[config.mk]
export PLATFORM = sky130hd
export DESIGN_NAME = exu_oitf
export DESIGN_NICKNAME = d
export VERILOG_FILES = /design/src/rtl/exu_oitf.sv
export SDC_FILE = /design/constraint.sdc
export NUM_CORES = 1
export LEC_CHECK = 0
export ABC_AREA = 1
export BUFFER_PORTS_ARGS = -buffer_cell sky130_fd_sc_hd__buf_2
export CORE_UTILIZATION = 40
export DETAILED_ROUTE_END_ITERATION = 8
export PLACE_DENSITY_LB_ADDON = 0.08
export SYNTH_ARGS = -nofsm -noshare
export SYNTH_HDL_FRONTEND = slang
export SYNTH_SLANG_ARGS = --single-unit
[constraint.sdc]
create_clock -name clk -period 3.6 [get_ports clk]
set_input_delay 0.36 -clock clk [delete_from_list [all_inputs] [get_ports clk]]
set_output_delay 0.36 -clock clk [all_outputs]
set_load 0.1 [all_outputs]
[src/rtl/exu_oitf.sv]
// exu_oitf: outstanding instruction track FIFO for long-latency ops.
// Ports: dis_* allocate, ret_* retire head, chk_*/dep hazard query, empty/full/count status.
module exu_oitf #(
    parameter int DEPTH       = 4,
    parameter int RFIDX_WIDTH = 5,
    parameter int PC_SIZE     = 32,
    localparam int PTR_W      = $clog2(DEPTH)
) (
    input  logic                   clk,
    input  logic                   rst,
    input  logic                   flush,
    input  logic                   dis_ena,
    output logic                   dis_ready,
    input  logic                   dis_rdwen,
    input  logic [RFIDX_WIDTH-1:0] dis_rdidx,
    input  logic [PC_SIZE-1:0]     dis_pc,
    output logic [PTR_W-1:0]       dis_ptr,
    input  logic                   ret_ena,
    output logic [PTR_W-1:0]       ret_ptr,
    output logic                   ret_rdwen,
    output logic [RFIDX_WIDTH-1:0] ret_rdidx,
    output logic [PC_SIZE-1:0]     ret_pc,
    input  logic                   chk_rs1en,
    input  logic                   chk_rs2en,
    input  logic                   chk_rdwen,
    input  logic [RFIDX_WIDTH-1:0] chk_rs1idx,
    input  logic [RFIDX_WIDTH-1:0] chk_rs2idx,
    input  logic [RFIDX_WIDTH-1:0] chk_rdidx,
    output logic                   dep,
    output logic                   empty,
    output logic                   full,
    output logic [PTR_W:0]         count
);

    localparam logic [PTR_W:0] PTR_ONE = 1;

    // Top bit of each pointer is the wrap flag.
    logic [PTR_W:0]         wr_q;
    logic [PTR_W:0]         rd_q;
    logic [DEPTH-1:0]       vld_q;
    logic [DEPTH-1:0]       rdwen_q;
    logic [RFIDX_WIDTH-1:0] rdidx_q [DEPTH];
    logic [PC_SIZE-1:0]     pc_q    [DEPTH];

    logic alloc;
    logic retire;

    assign dis_ptr   = wr_q[PTR_W-1:0];
    assign ret_ptr   = rd_q[PTR_W-1:0];
    assign empty     = (wr_q == rd_q);
    assign full      = (wr_q[PTR_W-1:0] == rd_q[PTR_W-1:0])
                    && (wr_q[PTR_W] != rd_q[PTR_W]);
    assign count     = wr_q - rd_q;
    assign dis_ready = !full;

    // Status comes from registered state, so a retire in a full cycle
    // cannot open a slot for an allocation in that same cycle.
    assign alloc  = dis_ena && !full;
    assign retire = ret_ena && !empty;

    always_ff @(posedge clk or posedge rst) begin
        if (rst) begin
            wr_q  <= '0;
            rd_q  <= '0;
            vld_q <= '0;
        end else if (flush) begin
            wr_q  <= '0;
            rd_q  <= '0;
            vld_q <= '0;
        end else begin
            if (alloc) begin
                wr_q                      <= wr_q + PTR_ONE;
                vld_q[wr_q[PTR_W-1:0]]    <= 1'b1;
            end
            if (retire) begin
                rd_q                      <= rd_q + PTR_ONE;
                vld_q[rd_q[PTR_W-1:0]]    <= 1'b0;
            end
        end
    end

    // Payload is qualified by vld_q, so it needs no reset.
    always_ff @(posedge clk) begin
        if (alloc) begin
            rdwen_q[wr_q[PTR_W-1:0]] <= dis_rdwen;
            rdidx_q[wr_q[PTR_W-1:0]] <= dis_rdidx;
            pc_q[wr_q[PTR_W-1:0]]    <= dis_pc;
        end
    end

    always_comb begin
        ret_rdwen = 1'b0;
        ret_rdidx = '0;
        ret_pc    = '0;
        if (!empty) begin
            ret_rdwen = rdwen_q[rd_q[PTR_W-1:0]];
            ret_rdidx = rdidx_q[rd_q[PTR_W-1:0]];
            ret_pc    = pc_q[rd_q[PTR_W-1:0]];
        end
    end

    // x0 writes never create a hazard.
    always_comb begin
        dep = 1'b0;
        for (int i = 0; i < DEPTH; i++) begin
            if (vld_q[i] && rdwen_q[i] && (rdidx_q[i] != '0)) begin
                if ((chk_rs1en && (chk_rs1idx == rdidx_q[i]))
                 || (chk_rs2en && (chk_rs2idx == rdidx_q[i]))
                 || (chk_rdwen && (chk_rdidx  == rdidx_q[i])))
                    dep = 1'b1;
            end
        end
    end

endmodule
-- Yosys cells after proc, flatten, opt, wreduce, memory -nomap -nowiden
Memories as Yosys holds them, arrays and structs flattened.
Index checks and enable logic that the tools add are counted.
- memories kept: 2
- word-level logic and storage cells: 100
- output and inout bits: 49
- bits of input ports: 61
- flip-flop bits (word level): 14
- RAM bits: 148
- memories (memory ; depth ; bits a word ; rd ports ; clocked after memory_dff ; wr ports ; line ; RTL):
    pc_q ; 4 ; 32 ; 1 ; 0 ; 1 ; 43 ; logic [PC_SIZE-1:0] pc_q [DEPTH];
    rdidx_q ; 4 ; 5 ; 5 ; 0 ; 1 ; 42 ; logic [RFIDX_WIDTH-1:0] rdidx_q [DEPTH];
- magnitude comparators: 4
- bitwise gates (word level): 3
- reductions and logical operators: 41
- equal/unequal tests: 15
- mux-type cells: 28
- add/subtract/negate cells: 3
- operator list (kind ; count):
    $eq 5x5->1 ; 12
    $mux 32 ; 1
    $logic_and 1x1->1 ; 25
    $reduce_bool 5->1 ; 4
    $mux 4 ; 4
    $mux 1 ; 14
    $mux 3 ; 4
    $logic_or 1x1->1 ; 8
    $add 3x1->3 const B ; 2
    $lt 2x3->1 const B ; 2
    $mux 5 ; 1
    $and 4x4->4 ; 1
    $bwmux 4 ; 1
    $demux 1 s2 ; 2
    $ge 2x1->1 const B ; 2
    $not 4->4 ; 1
    $or 4x4->4 ; 1
    $reduce_bool 2->1 ; 2
    $eq 3x3->1 ; 1
    $sub 3x3->3 ; 1
    $bmux 1 s2 ; 1
    $eq 2x2->1 ; 1
    $logic_not 1->1 ; 2
    $ne 1x1->1 ; 1

-- Depth between registers and ports, before layout
- depth after elaboration: 12
- depth in mapped cells: 10

-- Worst setup path after synthesis
Ideal clock, no wire load.
- path type: reg2out
- start: register rd_q[1]
- end: output port ret_pc[0]
- stages on the path, launching flop included: 8
- path buffers: 2
- arrival time: 3.609 ns
- setup slack: -0.369 ns
- cells stage by stage: dfrtp_1 -> inv_1 -> clkbuf_1 -> ha_1 -> nand2_1 -> nor2_1 -> clkbuf_1 -> a21oi_1
- cells in the longest elaborated chain, start to end: 2
- elaborated cells on any way between the ends: 3
- those cells by class: 1 x eq/ne; 1 x mux; 1 x memory
- ends and longest elaborated chain (element ; line ; RTL):
    start, declared ; 39 ; logic [PTR_W:0] rd_q;
    start signal, assigned ; 76 ; rd_q <= rd_q + PTR_ONE;
    $eq 3x3->1 ; 50 ; assign empty = (wr_q == rd_q);
    via empty ; 30 ; output logic empty,
    $mux 32 ; 95 ; if (!empty) begin
    end, declared ; 22 ; output logic [PC_SIZE-1:0] ret_pc,
The timed path passes the listed nets, and every way through them passes these cells.

-- Worst setup path after layout
- start: register rd_q[0]
- end: output port ret_pc[25]
- cells in the longest elaborated chain, start to end: 2
- elaborated cells on any way between the ends: 3
- those cells by class: 1 x eq/ne; 1 x mux; 1 x memory
- ends and longest elaborated chain (element ; line):
    $mem_v2 4x32 or $eq 3x3->1 (tied branches) ; -
    $mux 32 (*) ; 95
Mark *: on every way between the ends. The rest lies on a longest branch, timed or not.

==> impl_metrics.sql <==
INSERT INTO impl_metrics (metric_group, metric, value, unit) VALUES
('sta', 'grt_setup_unrepaired', 'no', ''),
('cts', 'cts_htree_levels', '4', ''),
('cts', 'cts_sinks', '162', ''),
('route', 'drt-vias-per-instance', '5.182', ''),
('cts', 'clk_latency', '0.43', 'ns'),
('global_routing', 'wire_length_of_the_first_global_routing_pass', '30.97', 'mm'),
('layout', 'stdcell_area', '9040', 'um2'),
('layout', 'final.fill_count', '1718', ''),
('route', 'routed-via-count', '5887', ''),
('floorplanning', 'die_area', '19500', 'um2'),
('worst_setup_path', 'crit_arrival', '2.72', 'ns'),
('global_routing', 'antenna_violations_before_repair', '2', ''),
('sta', 'hold_ws', '0.1392', 'ns'),
('synthesis', 'synthDominantAreaCellType', 'edfxtp_1', ''),
('cts', 'cts.reportedPaths.clkPinSlew', '0.07', 'ns'),
('layout', 'nets', '966', ''),
('floorplanning', 'core_area', '18270', 'um2'),
('global_routing', 'grt_overflow_total', '0', ''),
('synthesis', 'synth.cell_area', '7579', 'um2'),
('route', 'route.detailed.drc', '0', ''),
('route', 'routed_antenna_nets', '0', ''),
('layout', 'sequential_cell_area', '4817', 'um2'),
('synthesis', 'synth_warnings', '0', ''),
('place', 'numPlacedInstances', '1103', ''),
('floorplanning', 'ios', '110', ''),
('floorplanning', 'std_cell_rows', '49', ''),
('synthesis', 'seq_area_frac_synth', '63.53', '%'),
('cts', 'ctsLongestPathBuffers', '2', ''),
('place', 'final_hpwl_from_detailed_placement', '12.74', 'mm'),
('floorplanning', 'fp.dieH', '139.6', 'um'),
('route', 'avgRoutedWirePerCell', '17.45', 'um'),
('cts', 'cts_root_buf', 'clkbuf_16', ''),
('global_routing', 'gr-usage-met3', '4.714', '%'),
('layout', 'antenna-diode-count', '0', ''),
('place', 'detailed_place.area', '8417', 'um2'),
('sta', 'finalHoldViolCount', '0', ''),
('layout', 'final_cell_count_no_fill', '1136', ''),
('sta', 'worst-slew-pin-transition', '0.6668', 'ns'),
('synthesis', 'synth_top_cells_by_area', 'edfxtp_1 60%, nor2_1 9.2%, nand2_1 7.4%', ''),
('place', 'place.gp.congestion', '0.9581', ''),
('worst_hold_path', 'worstHoldPathType', 'input port to register', ''),
('run', 'max_cap_viol_count', '0', ''),
('synthesis', 'ys_ff_latch', '162', ''),
('layout', 'layout.cells.most_common_list', '180 x nor2_1, 152 x edfxtp_1, 150 x nand2_1', ''),
('layout', 'drive_gt1_share', '18.08', '%'),
('power_and_ir_drop', 'ir_drop', '490.9', 'uV'),
('synthesis', 'synth.top_cell.area_share', '60.23', '%'),
('global_routing', 'globalRouteTotalUtil', '21.14', '%'),
('global_routing', 'grt.busiest_layer', 'met2', ''),
('layout', 'area_delta_synth_final', '19.28', '%'),
('floorplanning', 'floorplan.die.width', '139.6', 'um'),
('run_status', 'result_of_the_run', 'finished clean', ''),
('global_routing', 'met1_usage', '28.34', '%'),
('layout', 'most_common_cell_after_layout_fill_and_taps_aside', 'nor2_1', ''),
('cts', 'numCtsBuffers', '17', ''),
('worst_setup_path', 'maximum_fanout_along_the_worst_path', '60', ''),
('layout', 'postLayoutCoreUtil', '49.48', '%'),
('sta', 'fin_ws', '0.5232', 'ns'),
('sta', 'layout_worst_path_cycle_share', '85.47', '%'),
('cts', 'post_cts_buffers', '0', ''),
('worst_setup_path', 'worst-endpoint-required', '3.24', 'ns'),
('synthesis', 'syn_nets', '862', ''),
('layout', 'multi_input_area', '2429', 'um2'),
('sta', 'timing.final.setup_violations', '0', ''),
('sta', 'post-route-min-period', '3.077', 'ns'),
('sta', 'maxSlewViolCount', '0', ''),
('worst_setup_path', 'critPathLaunchType', 'register', ''),
('sta', 'finClkSkew', '0.01035', 'ns'),
('power_and_ir_drop', 'p_leak', '3.800', 'nW'),
('floorplanning', 'initial_core_utilization', '41.48', '%'),
('route', 'drt_iter0_drc', '358', '');
-- timing repair --
item,4_1_cts,5_1_grt
hold buffers,1,0
endpoints found under the hold margin,10,0
gates resized for setup,0,0
-- per-stage QoR --
| step | TNS [ns] | total power, W |
|---|---|---|
| after floorplan | -3.324 | 0.003986 |
| after CTS | 0 | 0.006260 |
| final | 0 | 0.006213 |
| after detailed placement | 0 | 0.004434 |
| after global routing | 0 | 0.006449 |
| after global placement | 0 | 0.004425 |
-- cells in the mapped netlist --
master    instances
dfrtp_1          10
nand2_2           1
edfxtp_1        152
nand2_1         150
clkbuf_1         19
a21oi_1          53
fa_1              1
nand3_2           1
inv_1            53
buf_6             1
nor2_1          185
buf_2            10
inv_2             2
ha_1             10
buf_1             1
o21ai_1           8
nor3_1            4
nand3_1          29
xor2_2            1
xor2_1            1
o21ai_0          92
xnor2_1           1
buf_4             4
o31ai_1           1
-- kinds of logic after synthesis --
kind of cell,share of synthesized area (%)
buffers and inverters,4.920
adder cells (fa/ha/maj),1.915
flip-flops,63.53
AND/OR/NAND/NOR,18.99
XOR/XNOR,0.4459
AO/OA/AOI/OAI,10.20
-- routing by layer --
metal / vias up / wire length, um / part of all wire (%)
met5: - / 10 / 0.050
met4: 2 / 268 / 1.4
met3: 20 / 1135 / 5.7
met2: 172 / 9284 / 47
met1: 2828 / 9120 / 46
li1: 2865 / - / -
-- flip-flops by register name, indices dropped and copies added, names as in the netlist --
register  count
rd_q          3
vld_q         4
rdwen_q       4
rdidx_q      20
wr_q          3
pc_q        128
-- final timing paths --
kind | start | endpoint | slack, ns | cells after the start
setup / recovery | rd_q[0] | ret_pc[25] | 0.52 | 6
hold / removal | dis_pc[26] | pc_q[0][26] | 0.14 | 1
setup reg to reg | rd_q[0] | pc_q[3][28] | 1.24 | 5
hold reg to reg | wr_q[2] | wr_q[2] | 0.54 | 1
max in group asynchronous | rst | rd_q[0] | 2.80 | 3
min in group asynchronous | rst | wr_q[0] | 0.47 | 3
-- layout make-up --
class / instances / area share [%]
sequential: 162 / 53.29
multi-input combinational: 538 / 26.87
timing repair buffer: 120 / 7.612
clock buffer: 17 / 4.706
tap: 229 / 3.170
inverter: 55 / 2.284
clock inverter: 15 / 2.076
-- worst max-delay path, cell delays in order, from the launching register on --
cell and delay, ns:
dfrtp_2 0.63, buf_4 0.61, nor2_1 0.11, nor2_1 0.10, o21ai_0 0.08, a21oi_1 0.26
buf_2 0.48
-- power by group --
group / internal [W] / leakage, nW / switching, W
Sequential: 0.00216 / 1.53 / 0.0000512
Combinational: 0.000353 / 1.98 / 0.00182
Clock: 0.00100 / 0.294 / 0.000830
Total: 0.00351 / 3.80 / 0.00270
Power figures use the tool's default switching activity.
